===== src/rtl/pulpemu_rst_seq.sv =====
// Staged reset sequencer: releases N_DOMAINS active-low resets in order once MMCM lock is stable.
// Define PULPEMU_RST_SW_REQ_EN to honour sw_reset_req_i; otherwise the request input is ignored.
module pulpemu_rst_seq #(
  parameter int N_DOMAINS       = 3,
  parameter int DEBOUNCE_CYCLES = 1024,
  parameter int STAGE_GAP       = 16,
  parameter int SYNC_STAGES     = 2
) (
  input  logic                 ref_clk,
  input  logic                 pad_reset,
  input  logic                 clk_locked_i,
  input  logic                 sw_reset_req_i,
  output logic [N_DOMAINS-1:0] rst_no,
  output logic                 busy_o,
  output logic [1:0]           state_o,
  output logic [7:0]           reset_count_o
);

  localparam int DBW = $clog2(DEBOUNCE_CYCLES);
  localparam int GW  = $clog2(STAGE_GAP);
  localparam int IW  = (N_DOMAINS > 1) ? $clog2(N_DOMAINS) : 1;

  localparam logic [DBW-1:0] DEB_LAST   = DBW'(DEBOUNCE_CYCLES - 1);
  localparam logic [GW-1:0]  GAP_LAST   = GW'(STAGE_GAP - 1);
  localparam logic [IW-1:0]  STAGE_LAST = IW'(N_DOMAINS - 1);

  localparam logic [1:0] S_HOLD    = 2'b00;
  localparam logic [1:0] S_RELEASE = 2'b01;
  localparam logic [1:0] S_RUN     = 2'b10;
  localparam logic [1:0] S_ASSERT  = 2'b11;

  logic [SYNC_STAGES-1:0] rst_sync;
  logic [SYNC_STAGES-1:0] lock_sync;
  logic                   rst;
  logic                   lock_s;
  logic                   sw_req;
  logic                   abort;

  logic [1:0]     state;
  logic [DBW-1:0] deb_cnt;
  logic [GW-1:0]  gap_cnt;
  logic [IW-1:0]  stage;

  // Internal reset asserts with pad_reset and releases SYNC_STAGES edges later.
  always_ff @(posedge ref_clk or posedge pad_reset) begin
    if (pad_reset) begin
      rst_sync <= '1;
    end else begin
      rst_sync <= {rst_sync[SYNC_STAGES-2:0], 1'b0};
    end
  end

  assign rst = rst_sync[SYNC_STAGES-1];

  always_ff @(posedge ref_clk or posedge rst) begin
    if (rst) begin
      lock_sync <= '0;
    end else begin
      lock_sync <= {lock_sync[SYNC_STAGES-2:0], clk_locked_i};
    end
  end

  assign lock_s = lock_sync[SYNC_STAGES-1];

`ifdef PULPEMU_RST_SW_REQ_EN
  assign sw_req = sw_reset_req_i;
`else
  assign sw_req = sw_reset_req_i & 1'b0;
`endif

  assign abort = !lock_s || sw_req;

  // Abort beats a same-cycle domain release, and lock loss plus a request count once.
  always_ff @(posedge ref_clk or posedge rst) begin
    if (rst) begin
      state         <= S_HOLD;
      deb_cnt       <= '0;
      gap_cnt       <= '0;
      stage         <= '0;
      rst_no        <= '0;
      reset_count_o <= '0;
    end else begin
      case (state)
        S_HOLD: begin
          if (abort) begin
            deb_cnt <= '0;
          end else if (deb_cnt == DEB_LAST) begin
            deb_cnt <= '0;
            gap_cnt <= '0;
            stage   <= '0;
            state   <= S_RELEASE;
          end else begin
            deb_cnt <= deb_cnt + DBW'(1);
          end
        end
        S_RELEASE, S_RUN: begin
          if (abort) begin
            state   <= S_ASSERT;
            rst_no  <= '0;
            gap_cnt <= '0;
            stage   <= '0;
            if (reset_count_o != 8'hFF) begin
              reset_count_o <= reset_count_o + 8'd1;
            end
          end else if (state == S_RELEASE) begin
            if (gap_cnt == GAP_LAST) begin
              gap_cnt <= '0;
              rst_no  <= rst_no | (N_DOMAINS'(1) << stage);
              if (stage == STAGE_LAST) begin
                stage <= '0;
                state <= S_RUN;
              end else begin
                stage <= stage + IW'(1);
              end
            end else begin
              gap_cnt <= gap_cnt + GW'(1);
            end
          end
        end
        default: begin
          if (gap_cnt == GAP_LAST) begin
            gap_cnt <= '0;
            deb_cnt <= '0;
            state   <= S_HOLD;
          end else begin
            gap_cnt <= gap_cnt + GW'(1);
          end
        end
      endcase
    end
  end

  assign state_o = state;
  assign busy_o  = (state != S_RUN);

endmodule


===== config.mk =====
export PLATFORM = sky130hd
export DESIGN_NAME = pulpemu_rst_seq
export DESIGN_NICKNAME = d
export VERILOG_FILES = /design/src/rtl/pulpemu_rst_seq.sv
export SDC_FILE = /design/constraint.sdc
export NUM_CORES = 1
export LEC_CHECK = 0
export CAP_MARGIN = 20
export CELL_PAD_IN_SITES_DETAIL_PLACEMENT = 1
export CELL_PAD_IN_SITES_GLOBAL_PLACEMENT = 1
export CORE_MARGIN = 1.5
export CORE_UTILIZATION = 44
export DETAILED_ROUTE_END_ITERATION = 7
export PLACE_DENSITY_LB_ADDON = 0.1
export SYNTH_ARGS = -nofsm -noshare
export SYNTH_HDL_FRONTEND = slang
export SYNTH_SLANG_ARGS = --single-unit

===== constraint.sdc =====
create_clock -name ref_clk -period 1.67 [get_ports ref_clk]
set_clock_uncertainty 0.2 [all_clocks]
set_input_delay 0.2505 -clock ref_clk [delete_from_list [all_inputs] [get_ports ref_clk]]
set_output_delay 0.2505 -clock ref_clk [all_outputs]
set_load 0.005 [all_outputs]

==> results.sh, run 1 <==
export IMPL_firstError="[ERROR DPL-0033] detailed placement checks failed during check placement."
export IMPL_synthArstFlopShare=1.00
export IMPL_synth_flop_cell="dfrtp_1"
export IMPL_syn_inst=174
export IMPL_worst_endpoint="deb_cnt[9]$_DFFE_PP0P_/D"
export IMPL_cts_sinks=33
export IMPL_dp_cells=277
export IMPL_synth_nets=185
export IMPL_syn_area_per_cell_sq_um=10.2
export IMPL_synth_warnings=0
export IMPL_htreeDepth=2
export IMPL_dp_hpwl_microns=3810
export IMPL_root_buffer="clkbuf_8"
export IMPL_synth_top_area_frac=0.436
export IMPL_cts_buffers=5
export IMPL_cts_max_path_buffers=2
export IMPL_initial_core_util=0.472
export IMPL_synth_edf_count=0
export IMPL_die_w_microns=66.6
export IMPL_haltStage="global routing (5_1_grt)"
export IMPL_ys_seq_area_frac=0.465
export IMPL_synth_area_leaders="dfrtp_1 (44%), ha_1 (4.9%), nor2_1 (4.0%)"
export IMPL_antenna_found_initial=0
export IMPL_synth_seq_cells=33
export IMPL_grt_max_degree=32
export IMPL_portBuffers=16
export IMPL_status="aborted with a tool error"
export IMPL_synth_largest_area_cell="dfrtp_1"
export IMPL_worstEndpointType="sequential cell input"
export IMPL_io_pins=18
export IMPL_row_count=22
export IMPL_place_area_sq_mm=0.00238
export IMPL_synthDistinctLibCells=50
export IMPL_ctsHoldBuffers=0
export IMPL_place_congestion=0.823
export IMPL_syn_area_sq_mm=0.00178
export IMPL_fp_dieH_microns=66.6
[synthesized netlist by cell type (all sizes together) (3+ instances only)]
master	n
o21ai	5
nand3	14
xnor2	7
inv	8
and3	3
nand2	14
nand4	4
nor2	19
a31oi	4
nor4	4
ha	7
buf	4
dfrtp	31
a21oi	7
o211ai	3
[cells by family after synthesis]
group / after synthesis / synth area share
buffers and inverters: 12 / 0.0316
AOI/OAI and AO/OA: 35 / 0.157
DFF: 33 / 0.465
adders and majority gates: 7 / 0.0492
xor gates and xnor gates: 9 / 0.0443
and+or+nand+nor: 74 / 0.233
other: 1 / 0.00211
muxes: 3 / 0.0176
[per-stage QoR]
stage / setup slack, ns / setup TNS [ns] / hold WS (ns) / util
CTS: -0.234 / -3.75 / 0.0797 / 0.705
detailed placement: -0.263 / -3.43 / 0.146 / 0.632
global placement: -0.133 / -1.70 / 0.135 / 0.632
floorplan: -0.170 / -1.19 / -0.0380 / -
[what timing repair did]
action | CTS
setup buffers | 9
gates cloned | 0
endpoints found under the hold margin | 0
resized for setup | 40
pin swaps | 6
endpoints found under the setup margin | 38
==> run 2: changes to the inputs <==
==> config.mk (replaced) <==
export PLATFORM = sky130hd
export DESIGN_NAME = pulpemu_rst_seq
export DESIGN_NICKNAME = d
export VERILOG_FILES = /design/src/rtl/pulpemu_rst_seq.sv
export SDC_FILE = /design/constraint.sdc
export NUM_CORES = 1
export LEC_CHECK = 0
export CAP_MARGIN = 20
export CORE_MARGIN = 1.5
export CORE_UTILIZATION = 30
export DETAILED_ROUTE_END_ITERATION = 7
export PLACE_DENSITY_LB_ADDON = 0.15
export SYNTH_ARGS = -nofsm -noshare
export SYNTH_HDL_FRONTEND = slang
export SYNTH_SLANG_ARGS = --single-unit
==> run 2 against run 1 <==
Synthesized cell count did not move. The flow now finishes, with violations (setup timing). Synthesized area did not move.
==> results.sh, run 2 <==
export IMPL_status="finished, violations left"
export IMPL_violations="setup timing"
export IMPL_syn_inst=174
export IMPL_synth_top_family_by_area="simple AND/OR/NAND/NOR gates"
export IMPL_synth_warnings=0
export IMPL_p_leak_nw=1.32
export IMPL_row_count=27
export IMPL_grt_setup_unrepaired="yes"
export IMPL_vias=1630
export IMPL_drv_cap=0
export IMPL_insertion_delay_ns=0.28
export IMPL_viasPerCell=5.03
export IMPL_grt_pass1_wl_microns=7990
export IMPL_wl_met3_microns=105
export IMPL_r2r_start="state_o[1]$_DFFE_PP0P_"
export IMPL_coreArea_sq_mm=0.00561
export IMPL_post_route_min_period_ns=1.94
export IMPL_cp_depth=7
export IMPL_grt_ovfl_total=0
export IMPL_reg2reg_to="deb_cnt[9]$_DFFE_PP0P_"
export IMPL_fp_dieH_microns=80.0
export IMPL_root_buffer="clkbuf_8"
export IMPL_top_register="deb_cnt"
export IMPL_hold_violations=0
export IMPL_syn_area_sq_mm=0.00178
export IMPL_final_max_slew_violation_count=0
export IMPL_wirelength_met1_microns=2200
export IMPL_grt_max_degree=20
export IMPL_synth_top_area_frac=0.436
export IMPL_synth_adder_area_share=0.0492
export IMPL_post_drt_wl_per_cell_microns=15.1
export IMPL_wirelength_microns=4890
export IMPL_critPathCaptureType="flip-flop"
export IMPL_cp_arrival_ns=1.90
export IMPL_die_w_microns=80.0
export IMPL_synth_area_leaders="dfrtp_1 (44%), ha_1 (4.9%), nor2_1 (4.0%)"
export IMPL_cp_endpoint="deb_cnt[9]$_DFFE_PP0P_"
export IMPL_path_delay_family="compound AO/OA/AOI/OAI gates"
export IMPL_top_layer_used="met4"
export IMPL_synth_flop_cell="dfrtp_1"
export IMPL_top_regs="deb_cnt (10), reset_count_o (8), gap_cnt (4)"
export IMPL_critical_path_startpoint_type="flip-flop"
export IMPL_power_frac_clock=0.469
export IMPL_drt_iter0_drc=128
export IMPL_yosys_area_share_simple=0.233
export IMPL_startpoint="state_o[1]$_DFFE_PP0P_"
export IMPL_power_density_mw_per_mm2=595
export IMPL_io_pins=18
export IMPL_synthDistinctLibCells=50
export IMPL_final_common_cell="buf_4"
export IMPL_synth_top_cells_by_count="dfrtp_1 (31), nor2_1 (19), nand2_1 (14), nand3_1 (13), inv_1 (8)"
export IMPL_synth_largest_area_cell="dfrtp_1"
export IMPL_cp_num_buf_inv=3
export IMPL_synth_compound_area_share=0.157
export IMPL_p_total_mw=1.70
export IMPL_synth_mux_area_frac=0.0176
export IMPL_fmax_mhz=517
export IMPL_reg2reg_depth=7
export IMPL_ys_seq_area_frac=0.465
export IMPL_largest_register_ffs=10
export IMPL_vdd_ir_drop_max_uv=392
export IMPL_setup_viol=30
export IMPL_place_area_sq_mm=0.00244
export IMPL_place_congestion=0.779
export IMPL_cts_buffers=5
export IMPL_pwr_share_comb=0.047
export IMPL_die_area_sq_mm=0.00641
export IMPL_portBuffers=16
export IMPL_drc_errors=0
export IMPL_cts_max_path_buffers=2
export IMPL_seq_power_share=0.484
export IMPL_synthArstFlopShare=1.00
export IMPL_yosys_area_share_xor_xnor=0.0443
export IMPL_ctsHoldBuffers=0
export IMPL_drtAntennaViolNets=0
export IMPL_insertedDiodeCount=0
export IMPL_cts_sinks=33
export IMPL_switching_power_mw=0.365
export IMPL_drive_gt1_frac=0.472
export IMPL_mostFrequentLayoutCells="buf_4 (47), dfrtp_1 (30), nor2_1 (12), nand3_1 (11), nand2_1 (10)"
export IMPL_path_cells="buf_6, inv_4, ha_4, buf_6, or2_4, o41ai_2, a21oi_2"
export IMPL_netSwitchingFraction=0.215
export IMPL_synthToLayoutAreaGrowth_pct=60.4
export IMPL_fin_crit_sh=1.16
export IMPL_synth_most_common_cell="dfrtp_1"
export IMPL_fin_ws_ns=-0.266
export IMPL_crit_path_frequent_cell="buf_6"
export IMPL_p_int_mw=1.33
export IMPL_required_ns=1.63
export IMPL_clk_pin_slew_ns=0.07
export IMPL_slowest_delay_ns=0.40
export IMPL_crit_fanout=6
export IMPL_synth_nets=185
export IMPL_cts_tree="yes"
export IMPL_htreeDepth=2
export IMPL_antenna_found_initial=0
export IMPL_grt_pass1_vias=1686
export IMPL_initial_core_util=0.317
export IMPL_hp_class="flip-flop to asynchronous set/reset pin"
export IMPL_gr_usage_all_layers=0.161
export IMPL_synth_seq_cells=33
export IMPL_drt_pass1_iter_count=4
export IMPL_syn_area_per_cell_sq_um=10.2
export IMPL_reg2reg_setup_slack_ns=-0.27
export IMPL_wl_met2_microns=2510
export IMPL_dp_hpwl_microns=3340
export IMPL_nets=262
export IMPL_crit_type="flip-flop to flip-flop"
export IMPL_design_area_sq_mm=0.00286
export IMPL_cp_slowest_cell="dfrtp_1"
export IMPL_synth_edf_count=0
-- run 2: layout make-up --
class,count,area (sq um)
flip-flops and latches,33,830
fillers,524,2750
inverters,8,32.5
repair buffers,74,646
well taps,72,90.1
multi-input cells,129,1140
clock buffers,6,82.6
clock inverters,2,37.5
-- run 2: metal layers --
metal  vias to the layer above  track usage
met5                         -            0
met4                         0       0.0517
met3                         7       0.0309
met2                        19        0.275
met1                       820        0.203
li1                        784            -
-- run 2: stage by stage --
step | setup TNS, ns | hold WS, ns | cells | utilization | worst slack [ns]
2_1_floorplan | -1.19 | -0.0380 | 174 | - | -0.170
3_3_place_gp | -1.27 | 0.0643 | 304 | 0.435 | -0.135
3_5_place_dp | -2.48 | 0.0655 | 304 | 0.435 | -0.172
4_1_cts | -3.22 | 0.0740 | 318 | 0.483 | -0.243
5_1_grt | -5.91 | 0.0908 | 324 | 0.509 | -0.293
6_report | -4.07 | 0.0597 | 324 | 0.509 | -0.266
-- run 2: logic make-up (layout without fill, tap and decap cells) --
logic type	after synthesis	count (layout)
AO/OA/AOI/OAI	35	35
XOR/XNOR	9	9
adder cells (fa/ha/maj)	7	7
buffers and inverters	12	90
flip-flops	33	33
multiplexers	3	3
other	1	1
AND/OR/NAND/NOR	74	74
-- run 2: worst register-to-register path, cell delays in order, from the launching register on --
cell	delay, ns
dfrtp_1	0.40
buf_6	0.13
inv_4	0.05
ha_4	0.22
buf_6	0.14
or2_4	0.25
o41ai_2	0.33
a21oi_2	0.09
-- run 2: timing repair --
action	CTS	global route
hold endpoints to repair	0	0
buffers inserted	6	7
setup endpoints to repair	35	34
pin swaps	13	15
gates resized for setup	38	31
-- run 2: how the worst min path moves through the flow --
stage	to	slack, ns
2_1_floorplan	rst_sync[0]$_DFF_PP1_	-0.04
3_3_place_gp	deb_cnt[4]$_DFFE_PP0P_	0.06
3_5_place_dp	deb_cnt[3]$_DFFE_PP0P_	0.07
4_1_cts	deb_cnt[3]$_DFFE_PP0P_	0.07
5_1_grt	rst_sync[0]$_DFF_PP1_	0.09
6_report	deb_cnt[3]$_DFFE_PP0P_	0.06
-- run 2: power groups by stage --
stage	combinational (mW)	clock [mW]	sequential [mW]
final	0.0801	0.797	0.822
after global routing	0.0899	0.860	0.822
after CTS	0.0762	0.822	0.821
after detailed placement	0.0720	0	0.836
after global placement	0.0694	0	0.836
after floorplan	0.0365	0	0.834
Note: power is estimated with default switching activity, not from simulation.
==> run 3: changes to the inputs <==
--- a/config.mk
+++ b/config.mk
@@ -8,6 +8,7 @@
 export CAP_MARGIN = 20
 export CORE_MARGIN = 1.5
 export CORE_UTILIZATION = 30
+export CTS_CLUSTER_DIAMETER = 60
 export DETAILED_ROUTE_END_ITERATION = 7
 export PLACE_DENSITY_LB_ADDON = 0.15
 export SYNTH_ARGS = -nofsm -noshare
==> results of run 3 <==
Final layout, timing and power as in run 2 (identical DEF).
